--- src/rtl/requant_unit.sv ---
// requant_unit: three-stage INT32 -> INT8 requantization pipeline.
// Each beat gets bias added, a fixed-point scale, a rounding right shift,
// optional ReLU and INT8 saturation. Config is snapshotted per beat.
module requant_unit #(
    parameter int ACC_W   = 32,
    parameter int MULT_W  = 16,
    parameter int SHIFT_W = 5,
    parameter int OUT_W   = 8,
    parameter int CNT_W   = 16
) (
    input  logic                     clk,
    input  logic                     rst,
    input  logic                     cfg_load,
    input  logic [MULT_W-1:0]        cfg_mult,
    input  logic [SHIFT_W-1:0]       cfg_shift,
    input  logic                     cfg_relu,
    input  logic                     in_valid,
    output logic                     in_ready,
    input  logic signed [ACC_W-1:0]  in_acc,
    input  logic signed [ACC_W-1:0]  in_bias,
    input  logic                     in_last,
    output logic                     out_valid,
    input  logic                     out_ready,
    output logic signed [OUT_W-1:0]  out_data,
    output logic                     out_last,
    output logic                     busy,
    output logic [CNT_W-1:0]         sat_count,
    input  logic                     sat_clr
);

    localparam int SUM_W  = ACC_W + 1;
    localparam int PROD_W = SUM_W + MULT_W + 1;
    localparam int RND_W  = PROD_W + 1;
    localparam logic signed [RND_W-1:0] OUT_MAX = (RND_W'(1) <<< (OUT_W - 1)) - RND_W'(1);
    localparam logic signed [RND_W-1:0] OUT_MIN = ~OUT_MAX;

    // Live configuration registers
    logic [MULT_W-1:0]  mult_q;
    logic [SHIFT_W-1:0] shift_q;
    logic               relu_q;

    // Stage 1: biased sum plus config snapshot
    logic                    v1_q, last1_q, relu1_q;
    logic signed [SUM_W-1:0] sum1_q;
    logic [MULT_W-1:0]       mult1_q;
    logic [SHIFT_W-1:0]      shift1_q;

    // Stage 2: scaled product
    logic                     v2_q, last2_q, relu2_q;
    logic signed [PROD_W-1:0] prod2_q;
    logic [SHIFT_W-1:0]       shift2_q;

    // Stage 3: final INT8 result
    logic                    v3_q, last3_q, sat3_q;
    logic signed [OUT_W-1:0] data3_q;
    logic [CNT_W-1:0]        satCnt_q;

    logic                     ld1, ld2, ld3;
    logic signed [SUM_W-1:0]  sum_d;
    logic signed [PROD_W-1:0] prod_d;
    logic signed [RND_W-1:0]  half_d, rnd_d, clip_d;
    logic signed [OUT_W-1:0]  data_d;
    logic                     sat_d;

    // A stage advances when it is empty or the stage after it is advancing.
    assign ld3      = !v3_q || out_ready;
    assign ld2      = !v2_q || ld3;
    assign ld1      = !v1_q || ld2;
    assign in_ready = ld1;

    assign out_valid = v3_q;
    assign out_data  = data3_q;
    assign out_last  = last3_q;
    assign busy      = v1_q || v2_q || v3_q;
    assign sat_count = satCnt_q;

    assign sum_d  = SUM_W'(in_acc) + SUM_W'(in_bias);
    assign prod_d = PROD_W'(sum1_q) * PROD_W'($signed({1'b0, mult1_q}));

    // Round half toward +inf, arithmetic shift, optional ReLU, clamp to INT8.
    always_comb begin
        half_d = '0;
        if (shift2_q != '0) begin
            half_d[shift2_q - SHIFT_W'(1)] = 1'b1;
        end
        rnd_d  = RND_W'(prod2_q) + half_d;
        clip_d = rnd_d >>> shift2_q;
        if (relu2_q && clip_d[RND_W-1]) begin
            clip_d = '0;
        end
        sat_d  = 1'b0;
        data_d = clip_d[OUT_W-1:0];
        if (clip_d > OUT_MAX) begin
            data_d = OUT_MAX[OUT_W-1:0];
            sat_d  = 1'b1;
        end else if (clip_d < OUT_MIN) begin
            data_d = OUT_MIN[OUT_W-1:0];
            sat_d  = 1'b1;
        end
    end

    // Config registers; a beat accepted on the load cycle still sees old values.
    always_ff @(posedge clk) begin
        if (rst) begin
            mult_q  <= MULT_W'(1);
            shift_q <= '0;
            relu_q  <= 1'b0;
        end else if (cfg_load) begin
            mult_q  <= cfg_mult;
            shift_q <= cfg_shift;
            relu_q  <= cfg_relu;
        end
    end

    // Stage 1 register: accept a beat and snapshot the config it will use.
    always_ff @(posedge clk) begin
        if (rst) begin
            v1_q     <= 1'b0;
            last1_q  <= 1'b0;
            relu1_q  <= 1'b0;
            sum1_q   <= '0;
            mult1_q  <= '0;
            shift1_q <= '0;
        end else if (ld1) begin
            v1_q <= in_valid;
            if (in_valid) begin
                sum1_q   <= sum_d;
                mult1_q  <= mult_q;
                shift1_q <= shift_q;
                relu1_q  <= relu_q;
                last1_q  <= in_last;
            end
        end
    end

    // Stage 2 register: scaled product and remaining per-beat config.
    always_ff @(posedge clk) begin
        if (rst) begin
            v2_q     <= 1'b0;
            last2_q  <= 1'b0;
            relu2_q  <= 1'b0;
            prod2_q  <= '0;
            shift2_q <= '0;
        end else if (ld2) begin
            v2_q <= v1_q;
            if (v1_q) begin
                prod2_q  <= prod_d;
                shift2_q <= shift1_q;
                relu2_q  <= relu1_q;
                last2_q  <= last1_q;
            end
        end
    end

    // Stage 3 register: output beat, held steady while the consumer stalls.
    always_ff @(posedge clk) begin
        if (rst) begin
            v3_q    <= 1'b0;
            last3_q <= 1'b0;
            sat3_q  <= 1'b0;
            data3_q <= '0;
        end else if (ld3) begin
            v3_q <= v2_q;
            if (v2_q) begin
                data3_q <= data_d;
                last3_q <= last2_q;
                sat3_q  <= sat_d;
            end
        end
    end

    // Saturation counter: counts clamped beats as they leave, sticks at all-ones.
    always_ff @(posedge clk) begin
        if (rst) begin
            satCnt_q <= '0;
        end else if (sat_clr) begin
            satCnt_q <= '0;
        end else if (v3_q && out_ready && sat3_q && (satCnt_q != '1)) begin
            satCnt_q <= satCnt_q + CNT_W'(1);
        end
    end

endmodule

--- config.mk ---
export PLATFORM = sky130hd
export DESIGN_NAME = requant_unit
export DESIGN_NICKNAME = d
export VERILOG_FILES = /design/src/rtl/requant_unit.sv
export SDC_FILE = /design/constraint.sdc
export NUM_CORES = 2
export LEC_CHECK = 0
export ABC_AREA = 1
export CORE_MARGIN = 3
export CORE_UTILIZATION = 62
export DETAILED_ROUTE_END_ITERATION = 10
export DONT_BUFFER_PORTS = 1
export MAX_ROUTING_LAYER = met4
export PLACE_DENSITY_LB_ADDON = 0.08
export SKIP_CTS_REPAIR_TIMING = 1
export SLEW_MARGIN = 20
export SYNTH_ARGS = -nofsm -noshare
export SYNTH_HDL_FRONTEND = slang
export SYNTH_SLANG_ARGS = --single-unit
--- constraint.sdc ---
create_clock -name clk -period 8.78 [get_ports clk]
set_clock_uncertainty 0.2 [all_clocks]
set_input_delay 1.317 -clock clk [delete_from_list [all_inputs] [get_ports clk]]
set_output_delay 1.317 -clock clk [all_outputs]
set_load 0.005 [all_outputs]
==> metrics <==
fill count 5148; Final Wtd Congestion 1.02; Sequential cell area 3290 um^2; CTS tree yes; synth top area cells fa_1 (30%), nand2_1 (15%), inv_1 (13%); Leak 19.0 nW; Crit Path Category reg2reg; drt drc 0; root buf cell clkbuf_16; max_slew headroom 37.1%; DR WL/cell 17.8 um; Final #Nets 5755; top-count cell post-synth nand2_1; fin crit share 80.5%; Post-synth ARST share 0%; Die Height 240 um; vias in the first global route 30600; dpl cell area 34200 um^2; CP endpoint kind flip-flop; Clk Latency, worst-skew pair 0.51 ns; Final setup viols 0; vias per cell 5.52; Crit-path slowest cell dfxtp_1; RSZ-0062 raised after global routing false; via count 31400; # IOs 121; Reg2Reg Setup Slack 1.71 ns; outcome completed; antenna-violating nets left 0; flops & latches, synth 164; most used cell, CP nand2_1; synthesized area per cell 6.59 um^2; critical path arrival 7.27 ns; VDD IR max 0.188 mV; Hold WC Path Type reg2reg; layout cells sized above 1 2.77%; pwr/cell area 131 nW/um^2; post-synth top area share 29.8%; PnR Total Power 4.57 mW; most instantiated cells after synthesis nand2_1 (1314), inv_1 (1143), nand3_1 (534); Fmax 141 MHz; CP max FO 19; max-slew violations 0; yosys warns 0; Max Cap Violations 0; CTS sink cnt 164; Final min period 7.07 ns; initial antenna violation count 1; CORE AREA 53900 um^2; sequential area share after synthesis 9.68%; Critical Path RT 8.99 ns; Final Cell Area 34800 um^2; die footprint 57500 um^2; Syn Nets 5924; final wirelength 101 mm; Initial Utilization 62.9%; Cells after Synth 5142; post-DP HPWL 82.4 mm; Hold Path Stages 2; Core Rows 85; ys flop type dfxtp_1; largest net degree at the start of global routing 81; TritonCTS Buffers 17; global-route wire length before repair 163 mm; clk buf depth 2; setup TNS 0 ns; worst reg2reg path depth 32; DRT iter0 DRCs 2368; Yosys top cell by area fa_1; Multi-input gate area 25300 um^2; Hold Vio Cnt, Final 0; startpoint types flip-flop; count of cell types in the netlist 45; Die Span X 240 um; DR pass1 iterations 6; measured slew at the worst slew-check pin 0.942 ns; GRT Overall Usage 37.3%; EDFF count, synth 0; H-tree levels 4; PortBufs 0; GRT Residual Overflow 0; area grow syn2layout 2.72%; CTS clk-pin slew, worst paths 0.08 ns; CP max stage delay 0.88 ns; Synth Cell Area 33900 um^2
-- layer usage --
| layer | part of all wire, % | global-route usage [%] |
|---|---|---|
| met5 | 0 | - |
| met2 | 47 | 60.2 |
| met1 | 41 | 47.0 |
| met4 | 4.4 | 15.4 |
| met3 | 7.6 | 6.41 |
-- per-stage QoR --
stage               hold slack [ns]  utilization [%]  std cells  setup WS [ns]
finish                        0.271             64.6       5683           1.71
global route                  0.294             64.6       5683           1.22
CTS                           0.274             64.6       5682           1.72
floorplan                     0.224                -       5142           2.28
detailed placement            0.253             63.5       5650           1.73
global placement              0.241             63.5       5650           1.81
-- worst max-delay path: cells and delay by family (launching register included) --
kind,cells,cell delay [ns]
compound gates,6,1.12
flops,1,0.88
fa+ha+maj,7,3.34
buf+inv,7,0.37
simple gates,12,1.05
-- power breakdown --
part | internal (mW) | switching, mW | leakage, nW
clock | 0.385 | 0.410 | 0.296
sequential | 0.809 | 0.160 | 1.35
combinational | 1.01 | 1.80 | 17.4
total | 2.20 | 2.37 | 19.0
-- cell usage in the layout, fill, tap and decap left out, types with 6 or more instances in the layout --
master     netlist  routed
o211ai_1        10      10
nand3_1        534     534
xnor2_1         24      24
o21ai_1         12      12
buf_4            3      47
o21a_1          13      13
xor2_1          61      61
clkbuf_16        0      17
a21oi_1        177     177
nand4_1         39      39
dfxtp_1        164     160
inv_2           11      12
a21o_1           6       6
fa_1           505     505
nor2_2          16      16
ha_1           184     184
a31oi_1         17      17
o21ai_0        179     179
nand3_2          9       9
nor2_1         429     429
nand2_2          6       8
nor3_1          16      16
nand2_1       1314    1312
inv_1         1143    1142
-- flip-flops by register name (all words and copies together) (netlist names), 5 cells and up --
register,cells
shift_q,5
out_data,8
mult_q,16
shift1_q,5
shift2_q,5
sat_count,16
prod2_q,50
sum1_q,33
mult1_q,16
-- worst paths after layout --
path                           start                        to
max          mult1_q[2]$_SDFFE_PP0P_  prod2_q[43]$_SDFFE_PP0P_
min           mult_q[0]$_SDFFE_PP1P_    mult_q[0]$_SDFFE_PP1P_
max reg2reg  mult1_q[2]$_SDFFE_PP0P_  prod2_q[43]$_SDFFE_PP0P_
min reg2reg   mult_q[0]$_SDFFE_PP1P_    mult_q[0]$_SDFFE_PP1P_
-- area by class of cell --
type	instances	area share [%]
repair buffers	48	1.07
multi-input cells	3585	72.8
flip-flops and latches	164	9.44
clock buffers	17	1.22
clock inverters	15	0.517
inverters	1157	12.5
diodes	1	0.00718
well taps	696	2.50
-- cell families (layout without fill, tap and decap cells) --
group           count (synthesis)  in the layout  share of synthesized area [%]
simple gates                 2383           2383                           29.2
buf+inv                      1393           1237                           15.6
fa+ha+maj                     689            689                           36.6
compound gates                427            427                           6.69
flops                         164            164                           9.68
xor+xnor                       85             85                           2.20
other cells                     1              2                         0.0111
Power figures use the tool's default switching activity.
